<file path="config.mk">
export PLATFORM = sky130hd
export DESIGN_NAME = enc_slot_ctrl_flat
export DESIGN_NICKNAME = d
export VERILOG_FILES = /design/src/rtl/enc_slot_ctrl_if.sv /design/src/rtl/enc_slot_ctrl.sv /design/src/flat_wrapper.sv
export SDC_FILE = /design/constraint.sdc
export NUM_CORES = 1
export LEC_CHECK = 0
export CAP_MARGIN = 40
export CORE_MARGIN = 2
export CORE_UTILIZATION = 45
export DETAILED_ROUTE_END_ITERATION = 8
export PLACE_DENSITY = 0.67
export SYNTH_ARGS = -nofsm -noshare
export SYNTH_HDL_FRONTEND = slang
export SYNTH_SLANG_ARGS = --single-unit
</file>
<file path="constraint.sdc">
create_clock -name clk -period 8.3 [get_ports clk]
set_input_delay 1.66 -clock clk [delete_from_list [all_inputs] [get_ports clk]]
set_output_delay 1.66 -clock clk [all_outputs]
set_load 0.02 [all_outputs]
</file>
<file path="src/rtl/enc_slot_ctrl_if.sv">
// Slot bus between a host and the rotary-encoder slot controller.
// The host drives select/strobes/address/data; the slot returns read data and its interrupt.
interface enc_slot_ctrl_if;
  logic        cs;
  logic        read;
  logic        write;
  logic [4:0]  addr;
  logic [31:0] wr_data;
  logic [31:0] rd_data;
  logic        irq;

  modport master (
    output cs, read, write, addr, wr_data,
    input  rd_data, irq
  );

  modport slave (
    input  cs, read, write, addr, wr_data,
    output rd_data, irq
  );
endinterface

</file>
<file path="src/rtl/enc_slot_ctrl.sv">
// Rotary-encoder slot: synchronizes A/B/button/switch, decodes detents with a Gray FSM,
// tracks a bounded position counter and exposes it through a small register map.
module enc_slot_ctrl #(
  parameter int W           = 16,
  parameter int SYNC_STAGES = 2
) (
  input  logic           clk,
  input  logic           reset,
  enc_slot_ctrl_if.slave bus,
  input  logic [3:0]     enc
);

  localparam logic [4:0]   ADDR_POS    = 5'd0;
  localparam logic [4:0]   ADDR_CTRL   = 5'd1;
  localparam logic [4:0]   ADDR_MAX    = 5'd2;
  localparam logic [4:0]   ADDR_STATUS = 5'd3;
  localparam logic [4:0]   ADDR_ERRCNT = 5'd4;
  localparam logic [4:0]   ADDR_IRQEN  = 5'd5;
  localparam logic [W-1:0] ZERO_W      = {W{1'b0}};
  localparam logic [W-1:0] ONE_W       = {{(W-1){1'b0}}, 1'b1};
  localparam logic [W-1:0] MAX_RST     = {W{1'b1}};

  typedef enum logic [1:0] {
    AB_00 = 2'b00,
    AB_01 = 2'b01,
    AB_11 = 2'b11,
    AB_10 = 2'b10
  } ab_state_e;

  logic [3:0]   sync_r [SYNC_STAGES];
  logic [3:0]   enc_s;
  logic [1:0]   ab_s;
  ab_state_e    state_r;
  ab_state_e    state_next_s;
  logic         armed_r;
  logic         armed_next_s;
  logic         raw_cw_s;
  logic         raw_ccw_s;
  logic         illegal_s;
  logic         step_up_r;
  logic         step_dn_r;
  logic [W-1:0] pos_r;
  logic [W-1:0] max_r;
  logic [2:0]   ctrl_r;
  logic [3:0]   status_r;
  logic [3:0]   irq_en_r;
  logic [7:0]   errcnt_r;
  logic         btn_prev_r;
  logic         irq_r;
  logic         btn_rise_s;
  logic         wr_en_s;
  logic         wr_pos_s;
  logic         wr_ctrl_s;
  logic         wr_max_s;
  logic         wr_sts_s;
  logic         wr_err_s;
  logic         wr_irqen_s;
  logic [W-1:0] wr_val_s;
  logic [W-1:0] pos_step_s;
  logic [W-1:0] pos_next_s;
  logic [3:0]   step_set_s;
  logic [3:0]   set_s;
  logic [3:0]   status_next_s;
  logic [31:0]  rd_data_s;
  logic         unused_s;

  // Input synchronizer chain for all four encoder lines.
  always_ff @(posedge clk or negedge reset) begin
    if (!reset) begin
      for (int i = 0; i < SYNC_STAGES; i++) begin
        sync_r[i] <= 4'b0000;
      end
    end else begin
      sync_r[0] <= enc;
      for (int i = 1; i < SYNC_STAGES; i++) begin
        sync_r[i] <= sync_r[i-1];
      end
    end
  end

  assign enc_s      = sync_r[SYNC_STAGES-1];
  assign ab_s       = {enc_s[0], enc_s[1]};
  assign btn_rise_s = enc_s[2] & ~btn_prev_r;

  // Gray decoder: always adopts the sampled AB; steps only once a detent has left 00 since reset.
  always_comb begin
    state_next_s = ab_state_e'(ab_s);
    armed_next_s = armed_r;
    raw_cw_s     = 1'b0;
    raw_ccw_s    = 1'b0;
    illegal_s    = 1'b0;
    case (state_r)
      AB_00: begin
        illegal_s = (ab_s == 2'b11);
        if ((ab_s == 2'b01) || (ab_s == 2'b10)) begin
          armed_next_s = 1'b1;
        end else begin
          armed_next_s = armed_r;
        end
      end
      AB_01: begin
        illegal_s = (ab_s == 2'b10);
        raw_ccw_s = armed_r && (ab_s == 2'b00);
      end
      AB_11: begin
        illegal_s = (ab_s == 2'b00);
      end
      AB_10: begin
        illegal_s = (ab_s == 2'b01);
        raw_cw_s  = armed_r && (ab_s == 2'b00);
      end
      default: begin
        state_next_s = AB_00;
        armed_next_s = 1'b0;
      end
    endcase
  end

  // Decoder state and the registered, direction-resolved step pulses.
  always_ff @(posedge clk or negedge reset) begin
    if (!reset) begin
      state_r   <= AB_00;
      armed_r   <= 1'b0;
      step_up_r <= 1'b0;
      step_dn_r <= 1'b0;
    end else begin
      state_r   <= state_next_s;
      armed_r   <= armed_next_s;
      step_up_r <= ctrl_r[0] & (ctrl_r[2] ? raw_ccw_s : raw_cw_s);
      step_dn_r <= ctrl_r[0] & (ctrl_r[2] ? raw_cw_s : raw_ccw_s);
    end
  end

  assign wr_en_s    = bus.cs & bus.write;
  assign wr_pos_s   = wr_en_s & (bus.addr == ADDR_POS);
  assign wr_ctrl_s  = wr_en_s & (bus.addr == ADDR_CTRL);
  assign wr_max_s   = wr_en_s & (bus.addr == ADDR_MAX);
  assign wr_sts_s   = wr_en_s & (bus.addr == ADDR_STATUS);
  assign wr_err_s   = wr_en_s & (bus.addr == ADDR_ERRCNT);
  assign wr_irqen_s = wr_en_s & (bus.addr == ADDR_IRQEN);
  assign wr_val_s   = bus.wr_data[W-1:0];

  // Position update: host POS write beats a step; a lowered MAX drags POS down with it.
  always_comb begin
    pos_step_s = pos_r;
    step_set_s = 4'b0000;
    if (step_up_r) begin
      if (pos_r >= max_r) begin
        step_set_s[3] = 1'b1;
        if (ctrl_r[1]) begin
          pos_step_s    = ZERO_W;
          step_set_s[0] = 1'b1;
        end else begin
          pos_step_s = max_r;
        end
      end else begin
        pos_step_s    = pos_r + ONE_W;
        step_set_s[0] = 1'b1;
      end
    end else if (step_dn_r) begin
      if (pos_r == ZERO_W) begin
        step_set_s[3] = 1'b1;
        if (ctrl_r[1]) begin
          pos_step_s    = max_r;
          step_set_s[1] = 1'b1;
        end else begin
          pos_step_s = ZERO_W;
        end
      end else begin
        pos_step_s    = pos_r - ONE_W;
        step_set_s[1] = 1'b1;
      end
    end else begin
      pos_step_s = pos_r;
    end

    if (wr_pos_s) begin
      pos_next_s = (wr_val_s > max_r) ? max_r : wr_val_s;
      set_s      = {1'b0, btn_rise_s, 2'b00};
    end else begin
      pos_next_s = (wr_max_s && (pos_step_s > wr_val_s)) ? wr_val_s : pos_step_s;
      set_s      = step_set_s | {1'b0, btn_rise_s, 2'b00};
    end
  end

  // Hardware set is OR-ed in after the W1C mask so it wins a same-edge clear.
  assign status_next_s = (wr_sts_s ? (status_r & ~bus.wr_data[3:0]) : status_r) | set_s;

  // Register file, error counter, button edge tracker and interrupt flop.
  always_ff @(posedge clk or negedge reset) begin
    if (!reset) begin
      pos_r      <= ZERO_W;
      max_r      <= MAX_RST;
      ctrl_r     <= 3'b001;
      status_r   <= 4'b0000;
      irq_en_r   <= 4'b0000;
      errcnt_r   <= 8'h00;
      btn_prev_r <= 1'b0;
      irq_r      <= 1'b0;
    end else begin
      pos_r      <= pos_next_s;
      status_r   <= status_next_s;
      btn_prev_r <= enc_s[2];
      irq_r      <= |(status_r & irq_en_r);
      if (wr_max_s) begin
        max_r <= wr_val_s;
      end
      if (wr_ctrl_s) begin
        ctrl_r <= bus.wr_data[2:0];
      end
      if (wr_irqen_s) begin
        irq_en_r <= bus.wr_data[3:0];
      end
      if (wr_err_s) begin
        errcnt_r <= 8'h00;
      end else if (illegal_s && (errcnt_r != 8'hFF)) begin
        errcnt_r <= errcnt_r + 8'h01;
      end
    end
  end

  // Read mux: unmapped addresses and unused bits return zero.
  always_comb begin
    rd_data_s = 32'h0000_0000;
    case (bus.addr)
      ADDR_POS:    rd_data_s = {{(32-W){1'b0}}, pos_r};
      ADDR_CTRL:   rd_data_s = {29'h0000_0000, ctrl_r};
      ADDR_MAX:    rd_data_s = {{(32-W){1'b0}}, max_r};
      ADDR_STATUS: rd_data_s = {26'h000_0000, enc_s[3], enc_s[2], status_r};
      ADDR_ERRCNT: rd_data_s = {24'h00_0000, errcnt_r};
      ADDR_IRQEN:  rd_data_s = {28'h000_0000, irq_en_r};
      default:     rd_data_s = 32'h0000_0000;
    endcase
  end

  assign bus.rd_data = rd_data_s;
  assign bus.irq     = irq_r;

  // Reads have no side effects; upper write-data bits are don't-care.
  assign unused_s = bus.read ^ (^bus.wr_data);

endmodule

</file>
<file path="src/flat_wrapper.sv">
// flat-port wrapper written by rule: the top's interface ports become plain ports
module enc_slot_ctrl_flat 
#(
  parameter int W           = 16,
  parameter int SYNC_STAGES = 2
)
  (clk, reset, enc, bus_cs, bus_read, bus_write, bus_addr, bus_wr_data, bus_rd_data, bus_irq);
  enc_slot_ctrl_if bus_i ();
  input  logic clk;
  input  logic reset;
  input  logic [3:0] enc;
  input wire logic [$bits(bus_i.cs)-1:0] bus_cs;
  input wire logic [$bits(bus_i.read)-1:0] bus_read;
  input wire logic [$bits(bus_i.write)-1:0] bus_write;
  input wire logic [$bits(bus_i.addr)-1:0] bus_addr;
  input wire logic [$bits(bus_i.wr_data)-1:0] bus_wr_data;
  output wire logic [$bits(bus_i.rd_data)-1:0] bus_rd_data;
  output wire logic [$bits(bus_i.irq)-1:0] bus_irq;
  assign bus_i.cs = bus_cs;
  assign bus_i.read = bus_read;
  assign bus_i.write = bus_write;
  assign bus_i.addr = bus_addr;
  assign bus_i.wr_data = bus_wr_data;
  assign bus_rd_data = bus_i.rd_data;
  assign bus_irq = bus_i.irq;
  enc_slot_ctrl #(.W(W), .SYNC_STAGES(SYNC_STAGES)) u_core (.clk(clk), .reset(reset), .bus(bus_i), .enc(enc));
endmodule
</file>
==> results.toml, run 1 <==
[status]
status = "finished, final reports clean"

[placed_design]
port-buffer-count = 45
dpl.hpwl_mm = 13.8
gp_congestion = 0.986

[worst_setup_path]
cp_common_cell = "clkdlybuf4s50_1"
worstSetupEndpointType = "primary output"
r2r.worst_path.cells = 16
critical_path.cell_chain = "clkdlybuf4s50_1 > or3b_2 > nor3_1 > a222oi_1 > nand2_1 > clkdlybuf4s50_1"
slowest_delay_ps = 690
worst-path-buf-inv = 2
path_max_fanout = 8
reg2reg_from = "u_core.pos_r[0]"
r2r_slack_ps = 2670
arrival_ps = 4380
critPathRequiredTime_ps = 6640
critPathKind = "primary input to primary output"
crit_start = "bus_addr[2]"
crit_family = "simple AND/OR/NAND/NOR gates"
worst_r2r_endpoint = "u_core.pos_r[9]"
critPathLaunchType = "primary input"
cpMaxStageDelayCell = "nor3_1"

[clock_network]
cts_tree = "done"
cts_max_path_buffers = 2
post_cts_resize_count = 0
cts_buffers = 9
htree_levels = 3
hold_buffers = 0
clkSlewWorstSetupHoldPaths_ps = 60
clockRootBuffer = "clkbuf_16"
post-cts-setup-buffer-count = 0
cts.sink_count = 66
clock_latency_ps = 350

[hold_path]
hold-path-cell-count = 0
holdPathEnd = "u_core.enc_s[0]"
hold_start = "u_core.sync_r[4]"
hold_class = "flop to flop"

[timing]
hold_viol_final = 0
fin_crit_ps = 6040
fin_crit_sh_pct = 72.8
max_slew_margin_pct = 41.7
hold_slack_ps = 355
skew_ps = 7.75
setup_viol = 0
maxSlewViolCount = 0
tightest_slew_ps = 868
rsz0062_at_grt = "false"
fin_setup_tns_ps = 0
fmax_mhz = 165

[floorplanning]
fp.dieW_um = 119
rows = 41
start_util_pct = 46.6
dieArea_sq_mm = 0.0141
core-area_sq_mm = 0.0127
io-pin-count = 79
die_h_um = 119

[grt]
grt-ovfl-total = 0
grt_start_max_net_pins = 50
grt_pass1_vias = 5492
antenna_found_initial = 0
grt_pass1_wl_mm = 30.2
grt_usage_pct = 27.3

[layout]
diodes = 0
drive_gt1_share_pct = 9.19
multi_input_area_sq_mm = 0.00383
nets = 825
seq_area_sq_mm = 0.00167
syn2layout_area_growth_pct = 13.8
n_fill_cell = 1208
final_core_utilization_pct = 53.1

[detailed_routing]
drt-vias-per-instance = 6.41
dr.pass1.iters = 5
drtIter0Drc = 646
routedWlPerCell_um = 21.1
dr_total_vias = 5775
drc = 0
ant_nets = 0
wl_mm = 19.0

[synth]
ys_ff_latch = 66
postSynthCellCount = 703
ys_seq_area_share_pct = 28.2
synth_top_family_by_area = "compound AO/OA/AOI/OAI gates"
yosysMostFrequentCell = "nand2_1"
synth_compound_area_share_pct = 26.3
synth_cell_types = 77
netlist_top_cells_area = "dfrtp_1 (21%), ha_1 (12%), dfstp_2 (7.5%), nand2_1 (4.5%), o21ai_0 (3.0%)"
synth_edf_count = 0
yosysWarnings = 0
synthFlopType = "dfrtp_1"
synth_top_area_share_pct = 20.7
synth_common_cells = "nand2_1 (71), ha_1 (55), dfrtp_1 (49), inv_1 (46), nor2_1 (45)"
syn_avg_cell_area_sq_um = 8.43
synth.area.mux_share_pct = 2.13
synth_top_area_cell = "dfrtp_1"
synth-xor-area-share_pct = 3.25
synthSimpleGateAreaFrac_pct = 20.1
synthAdderAreaFrac_pct = 11.6
synth_area_sq_mm = 0.00593
async_flop_share_pct = 100

[power_and_ir_drop]
pwr_density_cell_mw_per_mm2 = 260
p_total_uw = 1760
p_leak_uw = 0.00284
peakVddDrop_mv = 0.150

[job]
max_cap_viol_count = 0
==> registers in the layout, summed over array words and instances (netlist names) <==
register	flops
u_core.max_r	16
u_core.pos_r	16
u_core.errcnt_r	8
u_core.enc_s	4
u_core.irq_en_r	4
u_core.status_r	4
u_core.sync_r	4
u_core.ctrl_r	3
u_core.state_r	2
u_core.armed_r	1
u_core.btn_prev_r	1
u_core.bus.irq	1
u_core.step_dn_r	1
u_core.step_up_r	1
==> logic make-up after synthesis <==
family / Yosys count
other: 1
flip-flops: 66
multiplexers: 11
XOR/XNOR: 22
buffers and inverters: 107
adder cells (fa/ha/maj): 55
AO/OA/AOI/OAI: 208
AND/OR/NAND/NOR: 233
==> per-stage QoR <==
step           instances  worst slack (ps)  instance area, sq um
3_5_place_dp         885              2310                  6440
3_3_place_gp         882              2360                  6390
4_1_cts              901              2300                  6750
5_1_grt              901              2130                  6750
6_report             901              2260                  6750
2_1_floorplan        718              3600                  5990
==> how the worst max path moves through the flow <==
stage                     slack [ps]  cells after the start             end
after global placement          2360                      6  bus_rd_data[3]
after CTS                       2300                      6  bus_rd_data[3]
after global routing            2130                      6  bus_rd_data[3]
after floorplan                 3600                      4  bus_rd_data[3]
after detailed placement        2310                      6  bus_rd_data[3]
final                           2260                      6  bus_rd_data[3]
==> placed cells by master, fill, tap and decap left out, types with 8 or more instances in the layout <==
master / count
xnor2_1: 12
ha_1: 55
xor2_1: 10
nand3_1: 26
dfrtp_1: 49
o21ai_0: 36
inv_1: 46
clkdlybuf4s50_1: 44
buf_4: 8
conb_1: 16
nor3_1: 18
nand2_1: 71
clkbuf_16: 9
a22oi_1: 17
a311oi_1: 11
a22o_1: 9
nand4_1: 20
dfstp_2: 17
nor2_1: 45
a21oi_1: 31
a211oi_1: 17
==> worst reg2reg max path, delay by kind of cell, from the launching register on <==
family | cells | cell delay (ps)
compound gates | 8 | 2700
fa+ha+maj | 2 | 600
buf+inv | 2 | 390
flops | 1 | 590
mux | 1 | 290
simple gates | 3 | 890
==> final cells by class <==
| class | count | area share (%) |
|---|---|---|
| timing repair buffer | 55 | 8.12 |
| inverter | 47 | 2.61 |
| multi-input combinational | 545 | 56.7 |
| tap | 172 | 3.19 |
| clock inverter | 7 | 1.26 |
| sequential | 66 | 24.8 |
| clock buffer | 9 | 3.34 |
==> routing by layer <==
metal | global-route usage, % | part of all wire, % | vias to the layer above
met3 | 3.91 | 8.7 | 30
met5 | 0 | 0 | -
met4 | 7.96 | 1.6 | 0
li1 | - | - | 2651
met2 | 42.0 | 46 | 268
met1 | 39.5 | 44 | 2826
==> power breakdown <==
part           internal (uW)  switching, uW  leakage (uW)
Combinational            306            443       0.00192
Clock                    239            172      0.000153
Sequential               412            184      0.000767
Total                    957            798       0.00284
(Power assumes the default switching activity.)
==> inputs of run 2 (changes only) <==
PLACE_DENSITY = 0.7   (was 0.67)
clock period = 5 ns   (was 8.3 ns; I/O delays follow)
==> results.toml, run 2 (synthesis gave the netlist of run 1 again) <==
[timing]
fin_setup_tns_ps = 0
tightest_slew_ps = 664
fin_crit_sh_pct = 97.8
setup_viol = 0
maxSlewViolCount = 0
hold_viol_final = 0
skew_ps = 9.20
rsz0062_at_grt = "false"
max_slew_margin_pct = 55.4
fin_crit_ps = 4890
fmax_mhz = 204

[clock_network]
cts.sink_count = 66
clkSlewWorstSetupHoldPaths_ps = 60
htree_levels = 3
cts_tree = "done"
clock_latency_ps = 350
clockRootBuffer = "clkbuf_16"
cts_max_path_buffers = 2
cts_buffers = 9

[detailed_routing]
drtIter0Drc = 677
wl_mm = 19.5
drt-vias-per-instance = 6.32
dr.pass1.iters = 6
drc = 0
routedWlPerCell_um = 20.8
ant_nets = 0
dr_total_vias = 5920

[placed_design]
gp_congestion = 0.989
dpl.hpwl_mm = 14.8
place_area_sq_mm = 0.00670
dp.cells = 920
port-buffer-count = 45

[worst_setup_path]
crit_start = "u_core.max_r[1]"
critPathKind = "flop to flop"
reg2reg_from = "u_core.max_r[1]"
arrival_ps = 5110
endpoint = "u_core.pos_r[11]"
worst_r2r_endpoint = "u_core.pos_r[11]"
worstSetupEndpointType = "flop"
r2r.worst_path.cells = 16
critPathRequiredTime_ps = 5220
r2r_slack_ps = 110
critPathLaunchType = "flop"
path_max_fanout = 10

[layout]
drive_gt1_share_pct = 14.0
diodes = 0
final_core_utilization_pct = 55.3
final_area_sq_mm = 0.00703
syn2layout_area_growth_pct = 18.6
nets = 861
biggestRegsByFlops = "u_core.max_r: 16 flops, u_core.pos_r: 16 flops, u_core.errcnt_r: 8 flops"
n_fill_cell = 1182
most-common-layout-cells = "nand2_1 (71), ha_1 (55), dfrtp_1 (49), inv_1 (46), nor2_1 (45)"
layout_commonest_cell = "nand2_1"
stdcell_count = 937

[grt]
met2_usage_pct = 42.6
antenna_found_initial = 0
grt_pass1_vias = 5793
grt_usage_pct = 28.1
grt_start_max_net_pins = 47
grt_use_met3_pct = 7.00
use_met1_pct = 38.6
grt-ovfl-total = 0
grt-busiest-layer = "met2"
grt_pass1_wl_mm = 31.1

[floorplanning]
fp.dieW_um = 119
core-area_sq_mm = 0.0127
rows = 41
dieArea_sq_mm = 0.0141
io-pin-count = 79
start_util_pct = 46.6
die_h_um = 119

[status]
status = "finished, final reports clean"

[hold_path]
hold_class = "flop to flop"

[job]
max_cap_viol_count = 0

[power_and_ir_drop]
peakVddDrop_mv = 0.204
p_total_uw = 3040
p_leak_uw = 0.00301
pwr_density_cell_mw_per_mm2 = 433
-- run 2: worst min path at each step --
| stage | start | end | slack, ps | depth (start not counted) |
|---|---|---|---|---|
| after global routing | u_core.sync_r[4] | u_core.enc_s[0] | 360 | 0 |
| after detailed placement | u_core.sync_r[7] | u_core.enc_s[3] | 340 | 0 |
| after global placement | u_core.sync_r[7] | u_core.enc_s[3] | 340 | 0 |
| after CTS | u_core.sync_r[7] | u_core.enc_s[3] | 350 | 0 |
| final | u_core.sync_r[7] | u_core.enc_s[3] | 350 | 0 |
| after floorplan | u_core.sync_r[4] | u_core.enc_s[0] | 330 | 0 |
-- run 2: metrics by stage --
stage	worst slack (ps)	hold slack, ps
3_3_place_gp	235	336
2_1_floorplan	540	331
3_5_place_dp	121	340
4_1_cts	119	354
6_report	108	350
5_1_grt	22.5	362
-- run 2: final cells by class --
cell class | instances | area [sq um] | share of cell area (%)
multi-input cells | 545 | 3840 | 54.7
flip-flops and latches | 66 | 1670 | 23.8
repair buffers | 91 | 815 | 11.6
well taps | 172 | 215 | 3.06
clock inverters | 7 | 83.8 | 1.19
inverters | 47 | 176 | 2.51
clock buffers | 9 | 225 | 3.20
-- run 2: timing repair --
item                                    4_1_cts  5_1_grt
endpoints found under the setup margin        0       13
setup buffers                                 0        1
resized for setup                             0        5
hold buffers                                  0        0
-- run 2: worst max-delay path, stage by stage (launching register included) --
cell and delay (ps):
dfstp_2 580, inv_1 110, ha_1 310, a2111o_1 430, a211o_1 360, a31o_2 370, buf_4 200, a311o_1 360
nor2b_1 140, ha_1 300, nand4_1 120, nor4_2 60, o41ai_2 470, o41a_1 280, buf_4 200, o32ai_1 100
a211oi_1 330
-- run 2: power by group --
group / switching, uW / total (uW) / internal [uW]
registers: 165 / 852 / 687
clock network: 288 / 683 / 395
logic: 901 / 1510 / 606
-- run 2: routing by layer --
layer  vias to the layer above  part of all wire, %
met3                        45                  9.8
met4                         0                  2.6
met5                         -                    0
met2                       329                   44
met1                      2832                   43
li1                       2714                    -
